[src/rtl/exe_hazard_ctrl_pkg.sv]
// Shared types and constants for the execute-stage hazard controller:
// forwarding select encodings and the EXE/MEM scoreboard slot record.
package exe_hazard_ctrl_pkg;

   localparam logic [1:0] FWD_REG = 2'b00;
   localparam logic [1:0] FWD_MEM = 2'b01;
   localparam logic [1:0] FWD_WB  = 2'b10;

   // Slot destination field is sized for the widest supported register index;
   // narrower indices are zero-extended on entry.
   localparam int SLOT_DEST_W = 8;

   typedef struct packed {
      logic                   v;
      logic [SLOT_DEST_W-1:0] dest;
      logic                   wb;
      logic                   ld;
      logic                   s;
   } slot_t;

   localparam slot_t BUBBLE = '0;

   // The EXE-stage producer is younger than the MEM-stage one, so it wins.
   function automatic logic [1:0] fwd_pick(input logic hit_exe, input logic hit_mem);
      if (hit_exe)
         return FWD_MEM;
      else if (hit_mem)
         return FWD_WB;
      else
         return FWD_REG;
   endfunction

endpackage

[src/rtl/exe_hazard_ctrl_hz_match.sv]
// Single scoreboard comparator: flags when a valid, writing slot produces
// the register that an enabled source operand reads.
module hz_match #(
   parameter int REG_W = 8
) (
   input  logic             slot_v,
   input  logic             slot_wb,
   input  logic [REG_W-1:0] slot_dest,
   input  logic [REG_W-1:0] src,
   input  logic             en,
   output logic             match
);

   assign match = en & slot_v & slot_wb & (slot_dest == src);

endmodule

[src/rtl/exe_hazard_ctrl.sv]
// Execute-stage sequencing controller: tracks the EXE and MEM instructions,
// raises load-use/RAW stalls and branch flushes, and registers forwarding selects.
module exe_hazard_ctrl
   import exe_hazard_ctrl_pkg::*;
#(
   parameter int REG_W  = 4,
   parameter int FWD_EN = 1,
   parameter int CNT_W  = 16
) (
   input  logic             clk,
   input  logic             rst,
   input  logic             id_valid,
   input  logic [REG_W-1:0] id_src1,
   input  logic [REG_W-1:0] id_src2,
   input  logic             id_two_src,
   input  logic [REG_W-1:0] id_dest,
   input  logic             id_wb_en,
   input  logic             id_mem_r_en,
   input  logic             id_s,
   input  logic             br_taken,
   output logic             stall,
   output logic             flush,
   output logic [1:0]       fwd_sel1,
   output logic [1:0]       fwd_sel2,
   output logic             sr_we,
   output logic [CNT_W-1:0] stall_cnt
);

   slot_t            exe_p1;
   slot_t            mem_p2;
   logic [1:0]       sel1_p1;
   logic [1:0]       sel2_p1;
   logic [CNT_W-1:0] cnt_q;

   logic [SLOT_DEST_W-1:0] src1_x;
   logic [SLOT_DEST_W-1:0] src2_x;
   logic                   en1;
   logic                   en2;
   logic                   m1e, m1m, m2e, m2m;
   logic                   hz;
   logic                   load_bubble;
   logic                   unused_mem_bits;

   function automatic logic [CNT_W-1:0] sat_inc(input logic [CNT_W-1:0] c);
      return (&c) ? c : c + CNT_W'(1);
   endfunction

   assign src1_x = SLOT_DEST_W'(id_src1);
   assign src2_x = SLOT_DEST_W'(id_src2);
   assign en1    = id_valid;
   assign en2    = id_valid & id_two_src;

   // ID operands against the EXE and MEM producers
   hz_match #(.REG_W(SLOT_DEST_W)) u_m1e (
      .slot_v(exe_p1.v), .slot_wb(exe_p1.wb), .slot_dest(exe_p1.dest),
      .src(src1_x), .en(en1), .match(m1e)
   );
   hz_match #(.REG_W(SLOT_DEST_W)) u_m1m (
      .slot_v(mem_p2.v), .slot_wb(mem_p2.wb), .slot_dest(mem_p2.dest),
      .src(src1_x), .en(en1), .match(m1m)
   );
   hz_match #(.REG_W(SLOT_DEST_W)) u_m2e (
      .slot_v(exe_p1.v), .slot_wb(exe_p1.wb), .slot_dest(exe_p1.dest),
      .src(src2_x), .en(en2), .match(m2e)
   );
   hz_match #(.REG_W(SLOT_DEST_W)) u_m2m (
      .slot_v(mem_p2.v), .slot_wb(mem_p2.wb), .slot_dest(mem_p2.dest),
      .src(src2_x), .en(en2), .match(m2m)
   );

   always_comb begin
      hz = 1'b0;
      if (FWD_EN != 0)
         hz = exe_p1.ld & (m1e | m2e);
      else
         hz = m1e | m2e | m1m | m2m;
   end

   // A taken branch squashes the would-be stalled instruction, so flush wins.
   assign flush       = br_taken;
   assign stall       = hz & ~br_taken;
   assign load_bubble = stall | flush | ~id_valid;

   // ID -> EXE (p1) and EXE -> MEM (p2) boundary
   always_ff @(posedge clk or posedge rst) begin
      if (rst) begin
         exe_p1  <= BUBBLE;
         mem_p2  <= BUBBLE;
         sel1_p1 <= FWD_REG;
         sel2_p1 <= FWD_REG;
         cnt_q   <= '0;
      end else begin
         mem_p2 <= exe_p1;
         if (load_bubble) begin
            exe_p1  <= BUBBLE;
            sel1_p1 <= FWD_REG;
            sel2_p1 <= FWD_REG;
         end else begin
            exe_p1 <= '{v: 1'b1, dest: SLOT_DEST_W'(id_dest), wb: id_wb_en,
                        ld: id_mem_r_en, s: id_s};
            sel1_p1 <= (FWD_EN != 0) ? fwd_pick(m1e, m1m) : FWD_REG;
            sel2_p1 <= (FWD_EN != 0) ? fwd_pick(m2e, m2m) : FWD_REG;
         end
         if (stall)
            cnt_q <= sat_inc(cnt_q);
      end
   end

   assign fwd_sel1  = sel1_p1;
   assign fwd_sel2  = sel2_p1;
   assign sr_we     = exe_p1.v & exe_p1.s;
   assign stall_cnt = cnt_q;

   assign unused_mem_bits = ^{mem_p2.ld, mem_p2.s};

endmodule

[config.mk]
export PLATFORM = sky130hd
export DESIGN_NAME = exe_hazard_ctrl
export DESIGN_NICKNAME = d
export VERILOG_FILES = /design/src/rtl/exe_hazard_ctrl_pkg.sv /design/src/rtl/exe_hazard_ctrl_hz_match.sv /design/src/rtl/exe_hazard_ctrl.sv
export SDC_FILE = /design/constraint.sdc
export NUM_CORES = 1
export LEC_CHECK = 0
export CORE_MARGIN = 3
export CORE_UTILIZATION = 53
export CTS_CLUSTER_DIAMETER = 120
export DETAILED_ROUTE_END_ITERATION = 8
export PLACE_DENSITY = 0.92
export SLEW_MARGIN = 25
export SYNTH_ARGS = -nofsm -noshare
export SYNTH_HDL_FRONTEND = slang
export SYNTH_HIERARCHICAL = 1
export SYNTH_SLANG_ARGS = --single-unit
export TNS_END_PERCENT = 30
[constraint.sdc]
create_clock -name clk -period 3.4 [get_ports clk]
set_clock_uncertainty 0.15 [all_clocks]
set_input_delay 0.51 -clock clk [delete_from_list [all_inputs] [get_ports clk]]
set_output_delay 0.51 -clock clk [all_outputs]
set_load 0.1 [all_outputs]
---- Word-level counts from Yosys, hierarchy flattened ----
Cells that the tools add are included.
cells by class
  bitwise operators ....................... 22
  $add $sub $neg .......................... 1
  mux-type cells .......................... 7
  equal/unequal tests ..................... 4
  reduce and logical (&&, ||, !) cells .... 2
operators by type and width
  operator               number
  $eq 8x4->1             4
  $add 16x1->16 const B  1
  $and 1x1->1            16
  $reduce_and 16->1      1
  $mux 12                1
  $mux 2                 6
  $not 1->1              3
  $or 1x1->1             3
  $reduce_and 2->1       1
storage, ports and cells
  word-level logic and storage cells ...... 47
  bits of input ports ..................... 20
  register bits ........................... 42
  output and inout bits ................... 23

---- Longest topological paths before layout ----
Gate-level depths: netlist of run 1.
  depth after elaboration ................. 10
  gate-level depth with buffers ........... 7
  depth with buffers taken out ............ 7

---- Hierarchy ----
The synthesis of run 1 kept the hierarchy.
modules (own cells, without submodules)
  module           area each (um^2)  cells an instance  sequential area each (um^2)  times used
  exe_hazard_ctrl  1422.6            111                850.8                        1
  hz_match         97.6              12                 0.0                          4

---- Worst setup path after synthesis of run 1 ----
OpenSTA, ideal clock, no wires.
  path type ............................... input -> output
  start point ............................. in id_src1[1]
  end point ............................... out stall
  slack ................................... 328 ps
  cell stages on the path ................. 5
  required time ........................... 2740 ps
  arrival time ............................ 2412 ps
  path buffers ............................ 0
  cell sequence ........................... xnor2_1 -> nand3_1 -> nor3_2 -> o21ai_2 -> nor2_1
between the ends
  longest elaborated chain between the ends .. 5
ends and longest elaborated chain
  element             RTL line                        text
  start: declaration  exe_hazard_ctrl.sv:13           input logic [REG_W-1:0] id_src1,
  $eq 8x4->1          exe_hazard_ctrl_hz_match.sv:14  assign match = en & slot_v & slot_wb & (slot_dest == src);
  $and 1x1->1         exe_hazard_ctrl_hz_match.sv:14
  via m1e             exe_hazard_ctrl.sv:39           logic m1e, m1m, m2e, m2m;
  $or 1x1->1          n/a
  $and 1x1->1         exe_hazard_ctrl.sv:74           hz = exe_p1.ld & (m1e | m2e);
  $and 1x1->1         exe_hazard_ctrl.sv:81           assign stall = hz & ~br_taken;
  end: declaration    exe_hazard_ctrl.sv:21           output logic stall,
The timed path passes the listed nets, and every way through them passes these cells.

---- Worst setup path in the final report of run 1 ----
  start point ............................. in id_valid
  end point ............................... out stall
between the ends
  longest elaborated chain between the ends .. 7
  elaborated cells on any way between the ends .. 10
ends and longest elaborated chain
  element                   RTL line                        text
  start: declaration        exe_hazard_ctrl.sv:12           input logic id_valid,
  $and 1x1->1               exe_hazard_ctrl.sv:51           assign en2 = id_valid & id_two_src;
  via en2                   exe_hazard_ctrl.sv:38           logic en2;
  $and 1x1->1 (3 in a row)  exe_hazard_ctrl_hz_match.sv:14
  via m2e                   exe_hazard_ctrl.sv:39
  $or 1x1->1                n/a
  $and 1x1->1               exe_hazard_ctrl.sv:74
  $and 1x1->1               exe_hazard_ctrl.sv:81
The timed path passes the listed nets, and every way through them passes these cells.

==> out/qor.csv, run 1 <==
stage,metric,value,unit
sta,rsz0062_at_grt,false,
synth,yosys_register_bits,34,
hold_path,hold_class,reg -> reg,
power_and_ir_drop,peakVddDrop,0.0002412,V
route,num_vias,1416,
synth,synth_xor_area_share,21.74,%
layout,regArea,850.8,µm²
worst_setup_path,r2r-start,exe_p1[5],
synth,yosys.area_share.simple,25.40,%
worst_setup_path,cp_max_fo,7,
worst_setup_path,cp.required,2.74,ns
sta,setup_ws,0.5080,ns
floorplanning,rows,20,
route,wl_per_cell,13.22,µm
worst_setup_path,ff2ff_path_depth,7,
layout,fin_nets,259,
synth,synth_edf_count,0,
cts,ctsResizeCount,0,
route,drt_iter0_drc,28,
worst_setup_path,r2r_setup_slack,1.10,ns
hold_path,holdPathEnd,mem_p2[2],
synth,synthAdderAreaFrac,0.6901,%
grt,grt_pass1_vias,1430,
layout,final_util,76.90,%
synth,synth_compound_area_share,2.968,%
cts,cts_buffer_depth,2,
layout,area_growth,33.75,%
cts,clkLatencyLatePin,0.34,ns
cts,cts_sinks,34,
worst_setup_path,cp-start-kind,primary input,
power_and_ir_drop,power_density,302.9,nW/µm²
sta,fin_crit,2.892,ns
cts,cts_setup_buffers,0,
layout,mostFrequentLayoutCells,"xnor2_1, dfrtp_1, conb_1, clkdlybuf4s50_1, buf_4",
outcome,status,"finished, final reports clean",
sta,setup_violations,0,
hold_path,min-delay-start,exe_p1[2],
placement,placed_cells,275,
cts,cts_tree,done,
sta,finalCritPeriodShare,85.06,%
sta,worst_slew_pin_slew,0.9757,ns
grt,grt_max_degree,35,
route,route.detailed.drc,0,
route,routed_wl,3.740,mm
floorplanning,dieArea,4158,µm²
layout,final_cells,283,
placement,dp_hpwl,3.040,mm
worst_setup_path,reg2reg_to,stall_cnt[11],
floorplanning,fp.dieW,64.49,µm
cts,cts_buffers,5,
cts,h-tree-depth,2,
synth,synthCells,159,
placement,pre_cts_ws,0.4862,ns
synth,synthArstFlopShare,100.0,%
floorplanning,die_y,64.49,µm
grt,grt_pass1_wl,6.403,mm
cts,path_clk_slew,0.11,ns
synth,synth_top_family_by_area,simple AND/OR/NAND/NOR gates,
worst_setup_path,cp-end-kind,primary output,
route,dr.pass1.iters,4,
route,postRouteAntennaNets,0,
grt,overflow,0,
sta,hold_viol,0,
floorplanning,core-area,3153,µm²
layout,post_route_cells_drive_above_1_share,18.41,%
power_and_ir_drop,p_leak,1.078,nW
layout,final_common_cell,xnor2_1,
run,max_cap_viol_count,0,
synth,synth_ff_type,dfrtp_1,
layout,antenna_cells,0,
placement,routabilityCongestion,0.8388,
synth,syn_avg_cell_area,11.40,µm²
layout,multiInputGateArea,1052,µm²
synth,yosysTopAreaCell,dfrtp_1,
synth,yosys-top-cells-area,"dfrtp_1, xnor2_1, nor3_2, and2_1, nand4_1",
sta,max_slew_margin,34.75,%
worst_setup_path,cp.arrival,2.23,ns
sta,slew_viol_final,0,
synth,synth_mux_area_share,0.6211,%
sta,hold_slack,0.2679,ns
sta,fin_setup_tns,0,ns
route,vias_per_cell,5.004,
sta,fmax,0.3458,GHz
grt,antenna_found_initial,0,
grt,track_usage,20.55,%
placement,io_buffer_count,42,
worst_setup_path,worstSetupPathType,in -> out,
synth,syn_area,1813,µm²
cts,postCtsHoldBufs,0,
floorplanning,io-pin-count,43,
synth,synth_top_area_share,46.93,%
cts,cts_root_buffer,clkbuf_4,
synth,yosysWarnings,6,
layout,fillCellCount,218,
floorplanning,initial_core_util,57.50,%
synth,ys_types,32,
hold_path,min_path_cells,0,
synth,yosysSeqAreaShare,46.93,%
## kinds of logic after synthesis
kind of cell               count (synthesis)
and+or+nand+nor                           63
xor gates and xnor gates                  45
DFF                                       34
AOI/OAI and AO/OA                          8
buffers and inverters                      6
adders and majority gates                  1
other                                      1
muxes                                      1
## cells in the mapped netlist (2+ instances only)
| library cell | instances |
|---|---|
| nor3_2 | 7 |
| nor4_4 | 2 |
| o21ai_0 | 3 |
| and3b_1 | 3 |
| xnor2_1 | 38 |
| nor3_1 | 5 |
| xor2_1 | 7 |
| nand4_2 | 3 |
| inv_1 | 4 |
| nor2_1 | 2 |
| nand3_1 | 8 |
| nand2_1 | 4 |
| and2_1 | 11 |
| dfrtp_1 | 34 |
| nand4_1 | 11 |
## worst max-delay path, cell delays in order
cell and delay [ns]:
clkdlybuf4s50_1 0.53, and2_1 0.18, nand4_1 0.12, nor3_2 0.24
o21ai_2 0.15, nor2_1 0.28, buf_12 0.22
## final cells by class
| class | count | share of cell area (%) |
|---|---|---|
| sequential | 34 | 35.09 |
| tap | 44 | 2.270 |
| clock buffer | 5 | 1.548 |
| clock inverter | 3 | 0.8772 |
| timing repair buffer | 43 | 16.20 |
| multi-input combinational | 150 | 43.40 |
| inverter | 4 | 0.6192 |
## registers in the layout, indices dropped and copies added, names as in the netlist
name / flops
exe_p1: 8
mem_p2: 6
fwd_sel1: 2
stall_cnt: 16
fwd_sel2: 2
## per-stage QoR
step	instance area (µm²)	total power [mW]
after CTS	2425	0.7410
after global routing	2425	0.7753
after floorplan	1929	0.4827
after detailed placement	2366	0.5170
final	2425	0.7345
after global placement	2366	0.5153
## power by group
group          total (mW)  internal [mW]  switching [mW]
Combinational      0.0954         0.0490          0.0464
Clock               0.223         0.0802           0.143
Sequential          0.416          0.411         0.00558
## routing by layer
metal | part of all wire (%) | global-route usage (%) | up-vias
li1 | - | - | 685
met1 | 40 | 23.26 | 683
met2 | 52 | 35.82 | 38
met3 | 5.3 | 5.373 | 10
met4 | 2.9 | 10.03 | 0
met5 | 0 | 0 | -
## worst max path at each step
stage | slack, ns | cells after the start | endpoint | from
detailed placement | 0.49 | 8 | stall_cnt[11] | id_valid
finish | 0.51 | 7 | stall | id_valid
floorplan | 0.33 | 5 | stall | id_src1[1]
CTS | 0.51 | 7 | stall | id_valid
global route | 0.41 | 7 | stall | id_src1[3]
global placement | 0.57 | 7 | stall | id_valid
(Power assumes the default switching activity.)
==> inputs of run 2 (changes only) <==
--- a/config.mk
+++ b/config.mk
@@ -9,6 +9,7 @@
 export CORE_UTILIZATION = 53
 export CTS_CLUSTER_DIAMETER = 120
 export DETAILED_ROUTE_END_ITERATION = 8
+export MAX_ROUTING_LAYER = met4
 export PLACE_DENSITY = 0.92
 export SLEW_MARGIN = 25
 export SYNTH_ARGS = -nofsm -noshare
==> run 2 against run 1 <==
Combinational power about the same; worst hold slack is essentially flat; sequential power barely moved; routed wire length shrank 0.27%; clock power hardly changed; utilization unchanged; final cell count unchanged; clock-buffer cell count did not move; global-route usage up 0.64 points; total power hardly changed; via count decreased by 0.35%; final area did not move; critical endpoint unchanged; highest routed layer unchanged.
==> out/qor.csv, run 2 (synthesis gave the netlist of run 1 again) <==
stage,metric,value,unit,change
worst_setup_path,cp.required,2.74,ns,about the same
cts,cts_buffers,5,,unchanged
grt,grt_pass1_wl,6.430,mm,+0.42%
cts,cts_tree,done,,
route,num_vias,1411,,-0.35%
sta,fin_crit,2.896,ns,+0.004138 ns
sta,finalCritPeriodShare,85.18,%,+0.12 points
placement,dp_hpwl,3.040,mm,unchanged
cts,cts_sinks,34,,unchanged
cts,postCtsHoldBufs,0,,unchanged
route,drt_iter0_drc,37,,+32%
route,route.detailed.drc,0,,unchanged
cts,h-tree-depth,2,,unchanged
sta,slew_viol_final,0,,unchanged
worst_setup_path,cp.arrival,2.24,ns,about the same
sta,setup_ws,0.5038,ns,-0.004138 ns
route,vias_per_cell,4.986,,-0.35%
layout,final_cells,283,,unchanged
worst_setup_path,path_cells,clkdlybuf4s50_1 > and2_1 > nand4_1 > nor3_2 > o21ai_2 > nor2_1 > buf_12,,
worst_setup_path,path_depth,7,,unchanged
floorplanning,die_y,64.49,µm,unchanged
worst_setup_path,reg2reg_to,stall_cnt[11],,
cts,cts_root_buffer,clkbuf_4,,
worst_setup_path,r2r_setup_slack,1.10,ns,about the same
run,max_cap_viol_count,0,,unchanged
grt,overflow,0,,unchanged
worst_setup_path,r2r-start,exe_p1[6],,
cts,path_clk_slew,0.11,ns,about the same
worst_setup_path,cp-startpoint,id_valid,,
route,routed_wl,3.730,mm,-0.27%
cts,cts_setup_buffers,0,,unchanged
layout,antenna_cells,0,,unchanged
sta,setup_violations,0,,unchanged
power_and_ir_drop,power_density,303.1,nW/µm²,about the same
floorplanning,initial_core_util,57.50,%,unchanged
worst_setup_path,cp_max_fo,7,,unchanged
floorplanning,rows,20,,unchanged
placement,placed_cells,275,,unchanged
sta,rsz0062_at_grt,false,,
worst_setup_path,cp_num_buf_inv,2,,unchanged
cts,clkLatencyLatePin,0.35,ns,about the same
worst_setup_path,crit_family,simple AND/OR/NAND/NOR gates,,
placement,io_buffer_count,42,,unchanged
worst_setup_path,cp_slowest_cell,clkdlybuf4s50_1,,
sta,worst_slew_pin_slew,0.9758,ns,+0.000003457 ns
sta,hold_viol,0,,unchanged
worst_setup_path,ff2ff_path_depth,7,,unchanged
worst_setup_path,cp-start-kind,primary input,,
power_and_ir_drop,power,0.7351,mW,about the same
cts,cts_buffer_depth,2,,unchanged
layout,mostFrequentLayoutCells,"xnor2_1, dfrtp_1, conb_1, clkdlybuf4s50_1, buf_4",,
layout,fin_nets,259,,unchanged
floorplanning,fp.dieW,64.49,µm,unchanged
outcome,status,"finished, final reports clean",,
layout,largest_reg_flops,16,,unchanged
grt,grt_max_degree,35,,unchanged
cts,ctsResizeCount,0,,unchanged
floorplanning,core-area,3153,µm²,unchanged
sta,fin_setup_tns,0,ns,unchanged
worst_setup_path,worstSetupPathType,in -> out,,
grt,grt_pass1_vias,1426,,-0.28%
layout,post_route_cells_drive_above_1_share,18.41,%,unchanged
grt,track_usage,21.20,%,+0.64 points
worst_setup_path,crit_end,stall,,
sta,fmax,0.3453,GHz,-0.14%
placement,routabilityCongestion,0.8518,,+1.5%
route,dr.pass1.iters,4,,unchanged
placement,pre_cts_ws,0.4862,ns,unchanged
hold_path,min_path_cells,0,,unchanged
hold_path,hold_class,reg -> reg,,
floorplanning,io-pin-count,43,,unchanged
route,wl_per_cell,13.18,µm,-0.27%
worst_setup_path,slowest_delay,0.53,ns,about the same
worst_setup_path,cp-end-kind,primary output,,
power_and_ir_drop,peakVddDrop,0.0002412,V,about the same
floorplanning,dieArea,4158,µm²,unchanged
layout,final_common_cell,xnor2_1,,
route,postRouteAntennaNets,0,,unchanged
sta,max_slew_margin,34.75,%,about the same
power_and_ir_drop,p_leak,1.078,nW,unchanged
layout,area_growth,33.75,%,unchanged
grt,antenna_found_initial,0,,unchanged
==> run 2: cell type report <==
type / count / area [µm²]
Multi-Input combinational cell: 150 / 1052
Sequential cell: 34 / 850.8
Fill cell: 218 / 728.2
Timing Repair Buffer: 43 / 392.9
Tap cell: 44 / 55.05
Clock buffer: 5 / 37.54
Clock inverter: 3 / 21.27
Inverter: 4 / 15.01
==> run 2: report_power, final <==
group / switching [mW] / internal (mW) / total (mW)
Clock: 0.143 / 0.0802 / 0.223
Combinational: 0.0464 / 0.0490 / 0.0953
Sequential: 0.00556 / 0.411 / 0.416
==> run 2: how the worst min path moves through the flow <==
| stage | to | from |
|---|---|---|
| finish | mem_p2[2] | exe_p1[2] |
| global route | mem_p2[2] | exe_p1[2] |
| CTS | mem_p2[2] | exe_p1[2] |
| detailed placement | mem_p2[2] | exe_p1[2] |
| global placement | mem_p2[2] | exe_p1[2] |
| floorplan | mem_p2[2] | exe_p1[2] |
==> run 2: stage by stage <==
step           hold slack, ns  area, µm²  util (%)
3_3_place_gp           0.2403       2366     75.04
2_1_floorplan          0.2245       1929         -
5_1_grt                0.2964       2425     76.90
4_1_cts                0.2709       2425     76.90
6_report               0.2679       2425     76.90
3_5_place_dp           0.2457       2366     75.04
==> run 2: per-layer routing <==
layer | vias up | global-route usage (%) | part of all wire, % | routed length (µm)
met5 | - | - | 0 | 0
li1 | 684 | - | - | -
met3 | 10 | 5.373 | 5.1 | 190
met4 | 0 | 10.03 | 2.9 | 108
met2 | 36 | 35.70 | 51 | 1919
met1 | 681 | 23.60 | 40 | 1510
